[src/rtl/misr_pkg.sv]
// misr_pkg: shared definitions for the MISR signature compactor.
//   - default parameter values (width, feedback mask, seed, counter width)
//   - FSM state encoding used by misr_compactor
package misr_pkg;

    localparam int unsigned MISR_WIDTH    = 3;
    localparam logic [2:0]  MISR_TAP_MASK = 3'b010;
    localparam int unsigned MISR_SEED     = 0;
    localparam int unsigned MISR_CNT_W    = 8;

    typedef enum logic [1:0] {
        ST_IDLE  = 2'd0,
        ST_RUN   = 2'd1,
        ST_CHECK = 2'd2,
        ST_DONE  = 2'd3
    } misr_state_e;

endpackage

[src/rtl/misr_step.sv]
// misr_step: one combinational MISR update.
//   i_sig  - current signature
//   i_data - response word folded in this step
//   o_next - next signature
// Bit 0 always takes the MSB feedback; higher bits take it only where
// TAP_MASK has a 1.
module misr_step
    import misr_pkg::*;
#(
    parameter int unsigned          WIDTH    = MISR_WIDTH,
    parameter logic [WIDTH-1:0]     TAP_MASK = WIDTH'(MISR_TAP_MASK)
) (
    input  logic [WIDTH-1:0] i_sig,
    input  logic [WIDTH-1:0] i_data,
    output logic [WIDTH-1:0] o_next
);

    always_comb begin
        o_next    = '0;
        o_next[0] = i_sig[WIDTH-1] ^ i_data[0];
        for (int i = 1; i < int'(WIDTH); i++) begin
            o_next[i] = i_sig[i-1] ^ i_data[i] ^ (TAP_MASK[i] & i_sig[WIDTH-1]);
        end
    end

endmodule

[src/rtl/misr_compactor.sv]
// misr_compactor: compacts a stream of response words into a MISR signature
// and compares it with a golden value at the end of the session.
//   clk, rst_n         - clock, synchronous active-low reset
//   start              - single-cycle session request (accepted in IDLE/DONE)
//   num_patterns       - number of responses to compact (latched on start)
//   golden             - expected signature (latched on start)
//   resp_valid/data    - response word, folded in only while running
//   busy               - session in progress (RUN or CHECK)
//   done, pass         - session finished / signature matched golden
//   signature, count   - current signature and accepted-response count
module misr_compactor
    import misr_pkg::*;
#(
    parameter int unsigned      WIDTH    = MISR_WIDTH,
    parameter logic [WIDTH-1:0] TAP_MASK = WIDTH'(MISR_TAP_MASK),
    parameter logic [WIDTH-1:0] SEED     = WIDTH'(MISR_SEED),
    parameter int unsigned      CNT_W    = MISR_CNT_W
) (
    input  logic             clk,
    input  logic             rst_n,
    input  logic             start,
    input  logic [CNT_W-1:0] num_patterns,
    input  logic [WIDTH-1:0] golden,
    input  logic             resp_valid,
    input  logic [WIDTH-1:0] resp_data,
    output logic             busy,
    output logic             done,
    output logic             pass,
    output logic [WIDTH-1:0] signature,
    output logic [CNT_W-1:0] count
);

    misr_state_e      r_state;
    misr_state_e      w_state_next;
    logic [WIDTH-1:0] r_sig;
    logic [CNT_W-1:0] r_count;
    logic [CNT_W-1:0] r_num;
    logic [WIDTH-1:0] r_golden;
    logic             r_pass;

    logic [WIDTH-1:0] w_sig_next;
    logic             w_load;
    logic             w_accept;
    logic             w_last;

    misr_step #(
        .WIDTH    (WIDTH),
        .TAP_MASK (TAP_MASK)
    ) u_step (
        .i_sig  (r_sig),
        .i_data (resp_data),
        .o_next (w_sig_next)
    );

    assign w_load   = start && (r_state == ST_IDLE || r_state == ST_DONE);
    assign w_accept = resp_valid && (r_state == ST_RUN);
    // RUN is only entered with r_num >= 1, so r_num-1 never underflows here;
    // count therefore tops out at r_num and cannot wrap.
    assign w_last   = w_accept && (r_count == r_num - CNT_W'(1));

    always_comb begin
        w_state_next = r_state;
        case (r_state)
            ST_IDLE, ST_DONE: begin
                if (start) w_state_next = (num_patterns == '0) ? ST_CHECK : ST_RUN;
            end
            ST_RUN: begin
                if (w_last) w_state_next = ST_CHECK;
            end
            ST_CHECK: w_state_next = ST_DONE;
            default:  w_state_next = ST_IDLE;
        endcase
    end

    always_ff @(posedge clk) begin
        if (!rst_n) begin
            r_state  <= ST_IDLE;
            r_sig    <= SEED;
            r_count  <= '0;
            r_num    <= '0;
            r_golden <= '0;
            r_pass   <= 1'b0;
        end else begin
            r_state <= w_state_next;
            if (w_load) begin
                r_sig    <= SEED;
                r_count  <= '0;
                r_num    <= num_patterns;
                r_golden <= golden;
                r_pass   <= 1'b0;
            end
            if (w_accept) begin
                r_sig   <= w_sig_next;
                r_count <= r_count + CNT_W'(1);
            end
            if (r_state == ST_CHECK) begin
                r_pass <= (r_sig == r_golden);
            end
        end
    end

    assign busy      = (r_state == ST_RUN) || (r_state == ST_CHECK);
    assign done      = (r_state == ST_DONE);
    assign pass      = r_pass;
    assign signature = r_sig;
    assign count     = r_count;

endmodule
[config.mk]
export PLATFORM = sky130hd
export DESIGN_NAME = misr_compactor
export DESIGN_NICKNAME = d
export VERILOG_FILES = /design/src/rtl/misr_pkg.sv /design/src/rtl/misr_step.sv /design/src/rtl/misr_compactor.sv
export SDC_FILE = /design/constraint.sdc
export NUM_CORES = 1
export LEC_CHECK = 0
export ABC_AREA = 0
export CAP_MARGIN = 20
export CORE_UTILIZATION = 45
export CTS_CLUSTER_DIAMETER = 80
export DETAILED_ROUTE_END_ITERATION = 8
export GPL_ROUTABILITY_DRIVEN = 0
export PLACE_DENSITY = 0.76
export SYNTH_ARGS = -nofsm -noshare
export SYNTH_HDL_FRONTEND = slang
export SYNTH_SLANG_ARGS = --single-unit
[constraint.sdc]
create_clock -name clk -period 3.8 [get_ports clk]
set_clock_uncertainty 0.05 [all_clocks]
set_input_delay 0.95 -clock clk [delete_from_list [all_inputs] [get_ports clk]]
set_output_delay 0.95 -clock clk [all_outputs]
set_load 0.01 [all_outputs]
==> flow_summary_export.csv <==
group,metric,value,unit
critical_path,crit_type,"flip-flop to output pin",
sta,fin_ws,1050,ps
power_and_ir_drop,vdd_drop_max,0.000345,V
logic_synthesis,synth_edf_count,0,
clocking,cts_resized,0,
grt,grt_pass1_vias,1251,
logic_synthesis,synth_nets,203,
sta,rsz0062_at_grt,"false",
grt,gr-max-usage-layer,"met2",
route,wl_per_cell,12.1,microns
die,die_area,3440,sq um
clocking,cts_tree,"built",
clocking,htree_levels,1,
clocking,holdBufCountCts,0,
logic_synthesis,synthXorXnorAreaFrac,12.1,%
grt,antenna_found_initial,0,
critical_path,worstPathRequired,2800,ps
placement,place_inst,248,
clocking,numCtsBuffers,3,
die,io_pins,32,
logic_synthesis,syn_area_per_cell,8.01,sq um
sta,whs,449,ps
layout,antenna_cells,0,
layout,layout-drive-gt1-share,3.37,%
sta,worstMarginPinSlew,745,ps
sta,slew_viol_final,0,
placement,dpl.hpwl,2.40,mm
logic_synthesis,synthAdderAreaFrac,4.34,%
clocking,root_buffer,"clkbuf_4",
die,die_height,58.6,microns
grt,track_usage,19.4,%
logic_synthesis,synth_mux_area_share,1.39,%
sta,final.setup.tns,0,ps
sta,finalHoldViolations,0,
grt,overflow,0,
logic_synthesis,ys_async_sr_fraction,0,%
layout,fill_cells,299,
logic_synthesis,synth_cells,180,
sta,min_period_over_period,72.3,%
route,drt-total-wl,3.04,mm
layout,nets,232,
grt,met1_usage,23.2,%
placement,pre_cts_slack,856,ps
layout,final_area,1810,sq um
logic_synthesis,ys_seq_elements,25,
layout,final_cell_count_no_fill,252,
critical_path,start_kind,"flip-flop",
route,ant_nets,0,
clocking,clkLatencyLatePin,310,ps
clocking,clkTransAtPathRegs,140,ps
die,core_area,3050,sq um
die,initial_utilization,47.3,%
route,drtPass1Iterations,4,
sta,setup_viol,0,
logic_synthesis,netlist_area,1440,sq um
route,via_count,1307,
layout,register_area,500,sq um
critical_path,path_max_fanout,5,
die,die_w,58.6,microns
power_and_ir_drop,total_power,873,uW
outcome,status,"finished clean",
die,std_cell_rows,20,
sta,fmax,0.364,GHz
route,vias_per_cell,5.19,
route,first_iter_violations,41,
sta,slew_headroom,50.2,%
clocking,cts.path.max_buffers,2,
clocking,post_cts.repair.setup_buffers,0,
layout,final_util,59.2,%
critical_path,cp.arrival,1750,ps
hold_path,hold_class,"flip-flop to flip-flop",
power_and_ir_drop,power_density,483,nW/um^2
layout,multi_input_area,888,sq um
critical_path,end_kind,"output pin",
logic_synthesis,yosys.area_share.simple,27.2,%
route,drcViolationCount,0,
grt,grtUsageMet3,2.20,%
power_and_ir_drop,p_leak,0.663,nW
sta,post-route-min-period,2750,ps
placement,place_area,1780,sq um
grt,grt_max_degree,28,
job,max_cap_violations,0,
logic_synthesis,synth_ff_type,"dfxtp_1",
grt,grt_pass1_wl,5.22,mm
logic_synthesis,synth-compound-area-share,16.5,%
logic_synthesis,yosysSeqAreaShare,34.7,%
grt,met2_usage,36.0,%
layout,area_growth_syn_to_layout,25.2,%
logic_synthesis,synth_cell_types,32,
placement,io_buffer_count,31,
clocking,cts_num_sinks,25,
logic_synthesis,yosys_warnings,0,
logic_synthesis,synth_top_family_by_area,"simple AND/OR/NAND/NOR gates",
[critical path, stage by stage, from the launching register on]
cell and delay (ps):
dfxtp_1 410, inv_1 60, ha_1 340, inv_1 90, clkdlybuf4s50_1 530
[power by group]
group | internal (mW) | total, mW | switching (mW)
Sequential | 0.303 | 0.349 | 0.0464
Clock | 0.0409 | 0.116 | 0.0752
Combinational | 0.179 | 0.408 | 0.228
[flip-flops by register name, indices dropped and copies added (netlist names)]
signal,count
pass,1
r_state,2
r_golden,3
signature,3
count,8
r_num,8
[synth_stat cells (5+ instances only)]
library cell	n	area, sq um
ha_1	5	62.6
a21boi_0	11	82.6
nand2_1	35	131
xor2_1	6	52.6
inv_1	7	26.3
nand3_1	8	40.0
and2_1	6	37.5
nor2_1	11	41.3
dfxtp_1	25	500
clkbuf_1	6	22.5
o21ai_0	10	50.1
xnor2_1	14	123
nor2b_1	5	31.3
[worst paths after layout]
check	startpoint	endpoint	slack [ps]	cells past startpoint
worst max-delay path	r_state[0]	busy	1050	4
worst min register to register	r_num[6]	r_num[6]	450	2
worst max register to register	r_state[0]	r_state[0]	1480	8
worst min-delay path	r_num[6]	r_num[6]	450	2
[cells by family after synthesis]
logic type | after synthesis
and+or+nand+nor | 81
AOI/OAI and AO/OA | 33
DFF | 25
xor gates and xnor gates | 20
buffers and inverters | 14
adders and majority gates | 5
muxes | 2
[layout make-up]
type / count / area share, %
repair buffers: 31 / 17.2
multi-input cells: 141 / 49.2
flip-flops and latches: 25 / 27.7
well taps: 44 / 3.05
clock buffers: 4 / 1.45
inverters: 7 / 1.45
[layout by cell type (no fill, tap or decap)]
| master | Yosys | layout |
|---|---|---|
| nand4b_1 | 1 | 1 |
| a21boi_0 | 11 | 11 |
| a2111oi_4 | 1 | 1 |
| nand4_1 | 3 | 3 |
| a22oi_1 | 4 | 4 |
| mux2i_1 | 2 | 2 |
| ha_1 | 5 | 5 |
| xor2_1 | 6 | 6 |
| nor2_1 | 11 | 11 |
| o21ai_0 | 10 | 10 |
| or4_1 | 2 | 2 |
| clkbuf_4 | 0 | 3 |
| o32a_1 | 1 | 1 |
| a21oi_1 | 4 | 4 |
| o221a_2 | 1 | 1 |
| nand2_1 | 35 | 35 |
| nor2b_1 | 5 | 5 |
| xnor2_1 | 14 | 14 |
| a31oi_1 | 1 | 1 |
| nor2_2 | 1 | 1 |
| nor3_1 | 1 | 1 |
| nand3b_1 | 1 | 1 |
| and3_1 | 3 | 3 |
| nand3_1 | 8 | 8 |
| inv_1 | 7 | 7 |
| nor3b_1 | 1 | 1 |
| clkdlybuf4s50_1 | 0 | 31 |
| clkbuf_1 | 6 | 1 |
| and2_0 | 1 | 1 |
| or4_4 | 1 | 1 |
| nor4_1 | 1 | 1 |
| dfxtp_1 | 25 | 25 |
| and2_1 | 6 | 6 |
[per-layer routing]
metal,share of wire [%],wire (microns)
met1,44,1340
met2,51,1560
met3,4.1,124
met4,0.49,15
met5,0,0
(Power assumes the default switching activity.)
